### src/rtl/mmio_pkg.sv
// Shared address map, FSM state type and status-bit layout for the MMIO bridge.
package mmio_pkg;

    localparam logic [31:0] DEV_OP_ADDR    = 32'h4000_0000;
    localparam logic [31:0] DEV_ANS_ADDR   = 32'h4000_0004;
    localparam logic [31:0] DEV_START_ADDR = 32'h4000_0008;
    localparam logic [31:0] STATUS_ADDR    = 32'h4000_000C;
    localparam logic [31:0] ERRCNT_ADDR    = 32'h4000_0010;
    localparam logic [31:0] DEV_BASE       = DEV_OP_ADDR;
    localparam logic [31:0] DEV_LAST       = DEV_START_ADDR;

    localparam int unsigned STATUS_BUSY_BIT = 0;
    localparam int unsigned STATUS_ERR_BIT  = 1;

    typedef enum logic {IDLE, BUSY} state_t;

    // Device registers sit on word boundaries only; anything in between is unmapped.
    function automatic logic in_dev_window(input logic [31:0] addr);
        return (addr >= DEV_BASE) && (addr <= DEV_LAST) && (addr[1:0] == 2'b00);
    endfunction

endpackage

### src/rtl/mmio_busy_timer.sv
// Tracks the accelerator's fixed compute latency after an accepted start write.
module mmio_busy_timer #(
    parameter int unsigned DEV_LATENCY = 5,
    parameter int unsigned CNT_W       = 3
) (
    input  logic clk,
    input  logic reset,
    input  logic start_fire,
    output logic busy
);
    import mmio_pkg::*;

    state_t             state;
    logic [CNT_W-1:0]   cnt;

    // Busy spans exactly DEV_LATENCY cycles: load on the start edge, leave when cnt reaches 1.
    always_ff @(posedge clk or posedge reset) begin
        if (reset) begin
            state <= IDLE;
            cnt   <= '0;
        end else begin
            case (state)
                IDLE: begin
                    if (start_fire) begin
                        state <= BUSY;
                        cnt   <= CNT_W'(DEV_LATENCY);
                    end
                end
                BUSY: begin
                    if (cnt == CNT_W'(1)) begin
                        state <= IDLE;
                        cnt   <= '0;
                    end else begin
                        cnt <= cnt - CNT_W'(1);
                    end
                end
                default: begin
                    state <= IDLE;
                    cnt   <= '0;
                end
            endcase
        end
    end

    assign busy = (state == BUSY);

endmodule

### src/rtl/mmio_bridge.sv
// MEM-stage address decoder routing to data memory, the accelerator and a local status register.
// Optional MMIO_ERR_COUNT_EN adds a saturating unmapped-access counter at 0x40000010.
module mmio_bridge #(
    parameter int unsigned DMEM_BYTES  = 1024,
    parameter int unsigned DEV_LATENCY = 5,
    parameter int unsigned CNT_W       = 3
) (
    input  logic        clk,
    input  logic        reset,
    input  logic        cpu_mem_read,
    input  logic        cpu_mem_write,
    input  logic [31:0] cpu_addr,
    input  logic [31:0] cpu_wdata,
    output logic [31:0] cpu_rdata,
    output logic        cpu_stall,
    output logic        dmem_read,
    output logic        dmem_write,
    output logic [31:0] dmem_addr,
    output logic [31:0] dmem_wdata,
    input  logic [31:0] dmem_rdata,
    output logic        dev_read,
    output logic        dev_write,
    output logic [31:0] dev_addr,
    output logic [31:0] dev_wdata,
    input  logic [31:0] dev_rdata,
    output logic        busy
);
    import mmio_pkg::*;

    logic        access;
    logic        rd_only;
    logic        hit_dmem;
    logic        hit_dev;
    logic        hit_status;
    logic        hit_errcnt;
    logic        mapped;
    logic        unmapped_fire;
    logic        start_fire;
    logic        err_sticky;
    logic [31:0] status_word;

    assign access     = cpu_mem_read | cpu_mem_write;
    assign rd_only    = cpu_mem_read & ~cpu_mem_write;
    assign hit_dmem   = (cpu_addr < 32'(DMEM_BYTES));
    assign hit_dev    = in_dev_window(cpu_addr);
    assign hit_status = (cpu_addr == STATUS_ADDR);

`ifdef MMIO_ERR_COUNT_EN
    logic [7:0] err_cnt;
    assign hit_errcnt = (cpu_addr == ERRCNT_ADDR);
`else
    assign hit_errcnt = 1'b0;
`endif

    // STATUS is read-only, so a store to it counts as unmapped.
    assign mapped        = hit_dmem | hit_dev | (hit_status & ~cpu_mem_write) | hit_errcnt;
    assign unmapped_fire = access & ~mapped;

    assign cpu_stall  = busy & access & hit_dev;

    assign dmem_addr  = cpu_addr;
    assign dmem_wdata = cpu_wdata;
    assign dev_addr   = cpu_addr;
    assign dev_wdata  = cpu_wdata;

    assign dmem_write = cpu_mem_write & hit_dmem;
    assign dmem_read  = rd_only & hit_dmem;
    assign dev_write  = cpu_mem_write & hit_dev & ~cpu_stall;
    assign dev_read   = rd_only & hit_dev & ~cpu_stall;

    assign start_fire = dev_write & (cpu_addr == DEV_START_ADDR) & (cpu_wdata != 32'd0);

    mmio_busy_timer #(
        .DEV_LATENCY (DEV_LATENCY),
        .CNT_W       (CNT_W)
    ) u_busy_timer (
        .clk        (clk),
        .reset      (reset),
        .start_fire (start_fire),
        .busy       (busy)
    );

    always_comb begin
        status_word                  = '0;
        status_word[STATUS_BUSY_BIT] = busy;
        status_word[STATUS_ERR_BIT]  = err_sticky;
    end

    // Read mux: a load sees its target's data; unmapped or no load returns zero.
    always_comb begin
        cpu_rdata = '0;
        if (cpu_mem_read) begin
            if (hit_dmem)        cpu_rdata = dmem_rdata;
            else if (hit_dev)    cpu_rdata = dev_rdata;
            else if (hit_status) cpu_rdata = status_word;
`ifdef MMIO_ERR_COUNT_EN
            else if (hit_errcnt) cpu_rdata = 32'(err_cnt);
`endif
        end
    end

    always_ff @(posedge clk or posedge reset) begin
        if (reset) begin
            err_sticky <= 1'b0;
        end else if (unmapped_fire) begin
            err_sticky <= 1'b1;
        end
    end

`ifdef MMIO_ERR_COUNT_EN
    // Stores to the counter clear it; unmapped accesses bump it up to 0xFF.
    always_ff @(posedge clk or posedge reset) begin
        if (reset) begin
            err_cnt <= '0;
        end else if (cpu_mem_write && hit_errcnt) begin
            err_cnt <= '0;
        end else if (unmapped_fire && (err_cnt != 8'hFF)) begin
            err_cnt <= err_cnt + 8'd1;
        end
    end
`endif

endmodule

### config.mk
export PLATFORM = sky130hd
export DESIGN_NAME = mmio_bridge
export DESIGN_NICKNAME = d
export VERILOG_FILES = /design/src/rtl/mmio_pkg.sv /design/src/rtl/mmio_busy_timer.sv /design/src/rtl/mmio_bridge.sv
export SDC_FILE = /design/constraint.sdc
export NUM_CORES = 1
export LEC_CHECK = 0
export CAP_MARGIN = 20
export CORE_AREA = 2 2 116 118
export DETAILED_ROUTE_END_ITERATION = 16
export DIE_AREA = 0 0 118 120
export MAX_ROUTING_LAYER = met4
export SYNTH_ARGS = -nofsm -noshare
export SYNTH_HDL_FRONTEND = slang
export SYNTH_HIERARCHICAL = 1
export SYNTH_SLANG_ARGS = --single-unit
### constraint.sdc
create_clock -name clk -period 1.4 [get_ports clk]
set_input_delay 0.14 -clock clk [delete_from_list [all_inputs] [get_ports clk]]
set_output_delay 0.14 -clock clk [all_outputs]
set_load 0.02 [all_outputs]
---- Word-level counts from Yosys, hierarchy flattened ----
Cells that the tools add are included.
storage, ports and cells
  register bits after elaboration ......... 5
  bits of input ports ..................... 132
operators by class
  add/sub/neg operators ................... 1
  bitwise logic cells ..................... 20
  $lt $le $gt $ge ......................... 3
  reduce and logical (&&, ||, !) cells .... 4
  mux-type cells .......................... 10
  equality and inequality tests ........... 4
operator list
  kind                                                              count
  two-way mux 32 bit                                                3
  == test 32 x 31 -> 1 bit, second input constant                   2
  >= comparator 32 x 31 -> 1 bit, second input constant             1
  less-or-equal comparator 32 x 31 -> 1 bit, second input constant  1
  < comparator 32 x 11 -> 1 bit, second input constant              1
  nonzero test 32 bit                                               1
  AND 1 bit                                                         13
  two-way mux 3 bit                                                 2
  case mux 3 bit (2 select lines)                                   1
  inverter 1 bit                                                    4
  == test 3 x 1 -> 1 bit, second input constant                     1
  OR 1 bit                                                          3
  subtractor 3 x 1 -> 3 bit, second input constant                  1
  logical AND 1 bit                                                 2
  zero test 2 bit                                                   1
  two-way mux 1 bit                                                 2
  two-way mux 2 bit                                                 1
  inequality test 2 bit, second input constant                      1
  case mux 1 bit (2 select lines)                                   1

---- Logic depth before layout (Yosys ltp) ----
  word-level depth ........................ 10
  depth in mapped cells ................... 7
  mapped depth without buffers ............ 6

---- Modules after synthesis ----
Netlist, hierarchy kept.
modules (own cells, without submodules)
  module           cells each  seq. area each (um^2)  instances  area each (um^2)
  mmio_bridge      225         25.0                   1          1773.0
  mmio_busy_timer  20          100.1                  1          209.0

---- Worst setup path before layout ----
OpenSTA, ideal clock, no wires.
  kind .................................... input to output
  from .................................... in cpu_addr[1]
  to ...................................... out dev_read
  path slack .............................. -466 ps
  stages .................................. 4
  arrival time ............................ 1726 ps
  path through ............................ nor4_2 -> nand4_2 -> nor3_1 -> nor4b_1
between the ends
  word-level cells in the longest chain between the ends .. 6
  elaborated cells between the ends (all ways) .. 9
  classes of those cells .................. 2 x order compare; 4 x bitwise; 3 x reduce/logical
ends and longest elaborated chain
  item                                                                                         RTL line           source
  from (decl)                                                                                  mmio_bridge.sv:12  input logic [31:0] cpu_addr,
  >= comparator 32 x 31 -> 1 bit or less-or-equal comparator 32 x 31 -> 1 bit (tied branches)  mmio_pkg.sv:19     return (addr >= DEV_BASE) && (addr <= DEV_LAST) && (addr[1:0] == 2'b00);
  logical AND 1 bit                                                                            mmio_pkg.sv:19
  logical AND 1 bit (*)                                                                        mmio_pkg.sv:19
  AND 1 bit                                                                                    mmio_bridge.sv:59  assign cpu_stall = busy & access & hit_dev;
  inverter 1 bit                                                                               mmio_bridge.sv:69  assign dev_read = rd_only & hit_dev & ~cpu_stall;
  AND 1 bit (*)                                                                                mmio_bridge.sv:69
  to (decl)                                                                                    mmio_bridge.sv:21  output logic dev_read,
Mark *: on every way between the ends. The rest lies on a longest branch, timed or not.

---- Worst setup path after layout ----
  from .................................... in cpu_addr[18]
  to ...................................... out cpu_rdata[1]
between the ends
  word-level cells in the longest chain between the ends .. 6
  elaborated cells between the ends (all ways) .. 10
  classes of those cells .................. 3 x order compare; 1 x eq/ne; 4 x mux; 2 x reduce/logical
ends and longest elaborated chain
  item                                                                                         RTL line           source
  >= comparator 32 x 31 -> 1 bit or less-or-equal comparator 32 x 31 -> 1 bit (tied branches)  mmio_pkg.sv:19
  logical AND 1 bit (2 in a row)                                                               mmio_pkg.sv:19
  two-way mux 32 bit                                                                           mmio_bridge.sv:94  else if (hit_dev) cpu_rdata = dev_rdata;
  two-way mux 32 bit (*)                                                                       mmio_bridge.sv:93  if (hit_dmem) cpu_rdata = dmem_rdata;
  two-way mux 32 bit (*)                                                                       mmio_bridge.sv:92  if (cpu_mem_read) begin
  to (decl)                                                                                    mmio_bridge.sv:14  output logic [31:0] cpu_rdata,
Marked as above.

==> results.md <==
- Largest fanout on the critical path: 3
- Worst path slowest cell: or3_4
- Die Area: around 14000 um2
- Fin area: a little under 6000 um2
- Logic pwr share: between 60% and 70%
- Core Util, Final: between 40% and 50%
- Final HPWL DP: approximately 9 mm
- Crit path DAT: 1.79 ns
- Sw Share: roughly a third
- CTS Root Cell: clkbuf_16
- Hold Crit Class: in -> async
- Cells on worst reg2reg path: 5
- Via/cell ratio: just over 4
- Post-synth EDFFs: 0
- Most frequent CP cell: buf_6
- Slowest stage delay, CP: ~0.4 ns
- Post-synthesis cell count: between 200 and 250
- Share of layout cells above drive strength 1: a little under half
- Psw: between 0.6 and 0.7 mW
- Worst R2R Start: u_busy_timer/busy
- Via count of the routed design: approximately 2800
- RD Place Congestion: 0.821
- Leakage: around 2.7 nW
- Core Box Area: roughly 13000 um2
- Unique masters post-synth: 36
- First-pass GRT wire length: approximately 16 mm
- Worst-path cell chain: buf_8 > nor4_4 > nand4_1 > buf_4 > buf_6 > or3_4 > buf_6 > a31oi_4 > buf_6
- CTS Buf Count: 3
- Slew headroom: around four fifths
- Top FF cell, synth: dfrtp_1
- #FFs+latches synth: 5
- 1st-pass router iterations: 4
- Post-synthesis sequential area ratio: about 6.3%
- Die Wd: around 120 um
- PortBufs: 297
- Crit end category: output port
- Most frequent cells in the layout: clkdlybuf4s50_1, buf_4, dlygate4sd2_1
- Data required, critical path: about 1.3 ns
- Count of final max-slew check failures: 0
- Final setup viols: between 40 and 50
- RSZ-0062 raised after global routing: true
- Average size of a mapped cell: 8.09 um2
- R2r setup slk: -0.11 ns
- Int Pwr: 1.23 mW
- Max Cap Violations: 0
- DRC: 0
- Type of origin of the critical path: primary input
- Largest net degree at the start of global routing: 12
- Row count: 42
- Routed Antenna Nets: 0
- Vias in the first global route: 3095
- CP Class: in -> out
- Final hold violation count: 0
- Final worst slack: -0.532 ns
- Final setup skew: approximately 0.0014 ns
- Clock power frac: approximately a quarter
- Dpl ws: -1.34 ns
- Tcrit/Tclk final: 138%
- Initial Util: ~15%
- F_max: between 0.5 and 0.6 GHz
- Ports: between 200 and 300
- PD cells: between 300 and 400 nW/um2
- Tot GR Track Use: between 10% and 20%
- Later-pin clock latency in the skew report: approximately 0.23 ns
- Worst-margin pin slew: approximately 0.31 ns
- Worst-path clk slew: roughly 0.03 ns
- CTS sink count: 5
- FILL cells: approximately 1200
- Synth async-reset ratio: 100%
- Layout Nets: 650
- Post-Route WL: roughly 11 mm
- Die Ht: 120 um
- Syn Nets: 379
- Most common cell after layout, fill and taps aside: clkdlybuf4s50_1
- Synth warn: 6
- Placed cell area: around 5100 um2
- Register share of total power: approximately 7.6%
- Area grow syn2layout: 191%
- R2R Path End: u_busy_timer/cnt[2]
- Placed cells: 660
- Tmin final: roughly 1.9 ns
- TNS Setup: -19.52 ns
- WL/cell: roughly 16 um
- Fin cells: around 690
- Initial antenna violation count: 0
- Failing checks: negative setup slack
- 1st-iter DRT viols: 34
- Max Root-Sink Buffers: 2
- H-tree depth: 1
- Gr ovfl total: 0
- TritonCTS clock tree: built
- Diode count: 0
- CTS Hold Bufs: 0
- Synthesized area: 1980 um2
- Outcome: finished, violations left
- Max rail drop VDD: ~250 uV
per-stage QoR:
| stage | total power, mW | hold WS [ns] |
|---|---|---|
| floorplan | 0.727 | -0.131 |
| global placement | 1.44 | 0.348 |
| detailed placement | 1.45 | 0.344 |
| CTS | 1.91 | 0.103 |
| global route | 1.98 | 0.113 |
| finish | 1.91 | 0.0985 |
worst max-delay path by stage:
| stage | slack [ns] | end | cells after the start | start |
|---|---|---|---|---|
| 2_1_floorplan | -0.10 | dev_read | 4 | cpu_addr[1] |
| 3_3_place_gp | -1.34 | dev_write | 8 | cpu_addr[31] |
| 3_5_place_dp | -1.34 | dev_write | 8 | cpu_addr[31] |
| 4_1_cts | -0.58 | dmem_read | 9 | cpu_addr[27] |
| 5_1_grt | -0.60 | cpu_rdata[24] | 9 | cpu_addr[11] |
| 6_report | -0.53 | cpu_rdata[1] | 9 | cpu_addr[18] |
state kept, by name (all words and copies together), names as in the netlist:
signal             flops
u_busy_timer/cnt       3
u_busy_timer/busy      1
err_sticky             1
synth_stat cells, types with 2 or more instances:
cell type / n / area share, %
ha_1: 2 / 1.3
a31oi_1: 2 / 0.63
nor3_1: 4 / 1.0
dfrtp_1: 5 / 6.3
nand2b_1: 2 / 0.63
nand4_1: 7 / 2.2
nor2_1: 4 / 0.76
nor4_2: 3 / 1.9
nor2b_1: 2 / 0.63
a22o_1: 30 / 13
nand4_2: 2 / 1.3
buf_2: 3 / 0.76
a21oi_1: 2 / 0.51
buf_4: 128 / 48
inv_1: 7 / 1.3
o41ai_1: 3 / 1.3
nor4_1: 9 / 2.8
nand2_1: 5 / 0.95
and3b_1: 2 / 0.88
nor4_4: 5 / 5.4
buf_6: 3 / 1.7
repair_timing:
| action | in CTS | in global routing |
|---|---|---|
| endpoints found under the setup margin | 163 | 47 |
| gates cloned | 6 | 0 |
| setup buffers | 24 | 4 |
| pin swaps | 36 | 38 |
| resized for setup | 388 | 51 |
power groups by stage:
stage | logic [mW] | registers, mW | clock network, mW
after floorplan | 0.580 | 0.147 | 0
after global placement | 1.30 | 0.147 | 0
after detailed placement | 1.31 | 0.147 | 0
after CTS | 1.27 | 0.145 | 0.485
after global routing | 1.34 | 0.145 | 0.496
final | 1.28 | 0.145 | 0.481
cell families after synthesis:
| logic type | count (synthesis) | share of synthesized area [%] |
|---|---|---|
| buffers and inverters | 142 | 52.5 |
| adder cells (fa/ha/maj) | 2 | 1.26 |
| flip-flops | 5 | 6.31 |
| AND/OR/NAND/NOR | 53 | 21.9 |
| AO/OA/AOI/OAI | 43 | 18.1 |
per-layer routing:
metal / part of all wire (%) / vias up / GRT usage (%)
met5: 0 / - / -
met4: 2.6 / 0 / 4.59
met3: 8.5 / 19 / 3.66
met2: 57 / 197 / 30.1
met1: 32 / 1284 / 13.8
li1: - / 1303 / -
worst max-delay path, delay by kind of cell:
kind	cells	cell delay, ns
simple gates	3	0.84
compound gates	1	0.14
buf+inv	5	0.67
final cells by class:
type                            count  area (um2)  share of cell area, %
Timing Repair Buffer              401        3920                   68.0
Multi-Input combinational cell     98        1390                   24.1
Tap cell                          176         220                   3.82
Sequential cell                     5         125                   2.17
Clock buffer                        4        78.8                   1.37
Inverter                            7        26.3                  0.456
(Power assumes the default switching activity.)
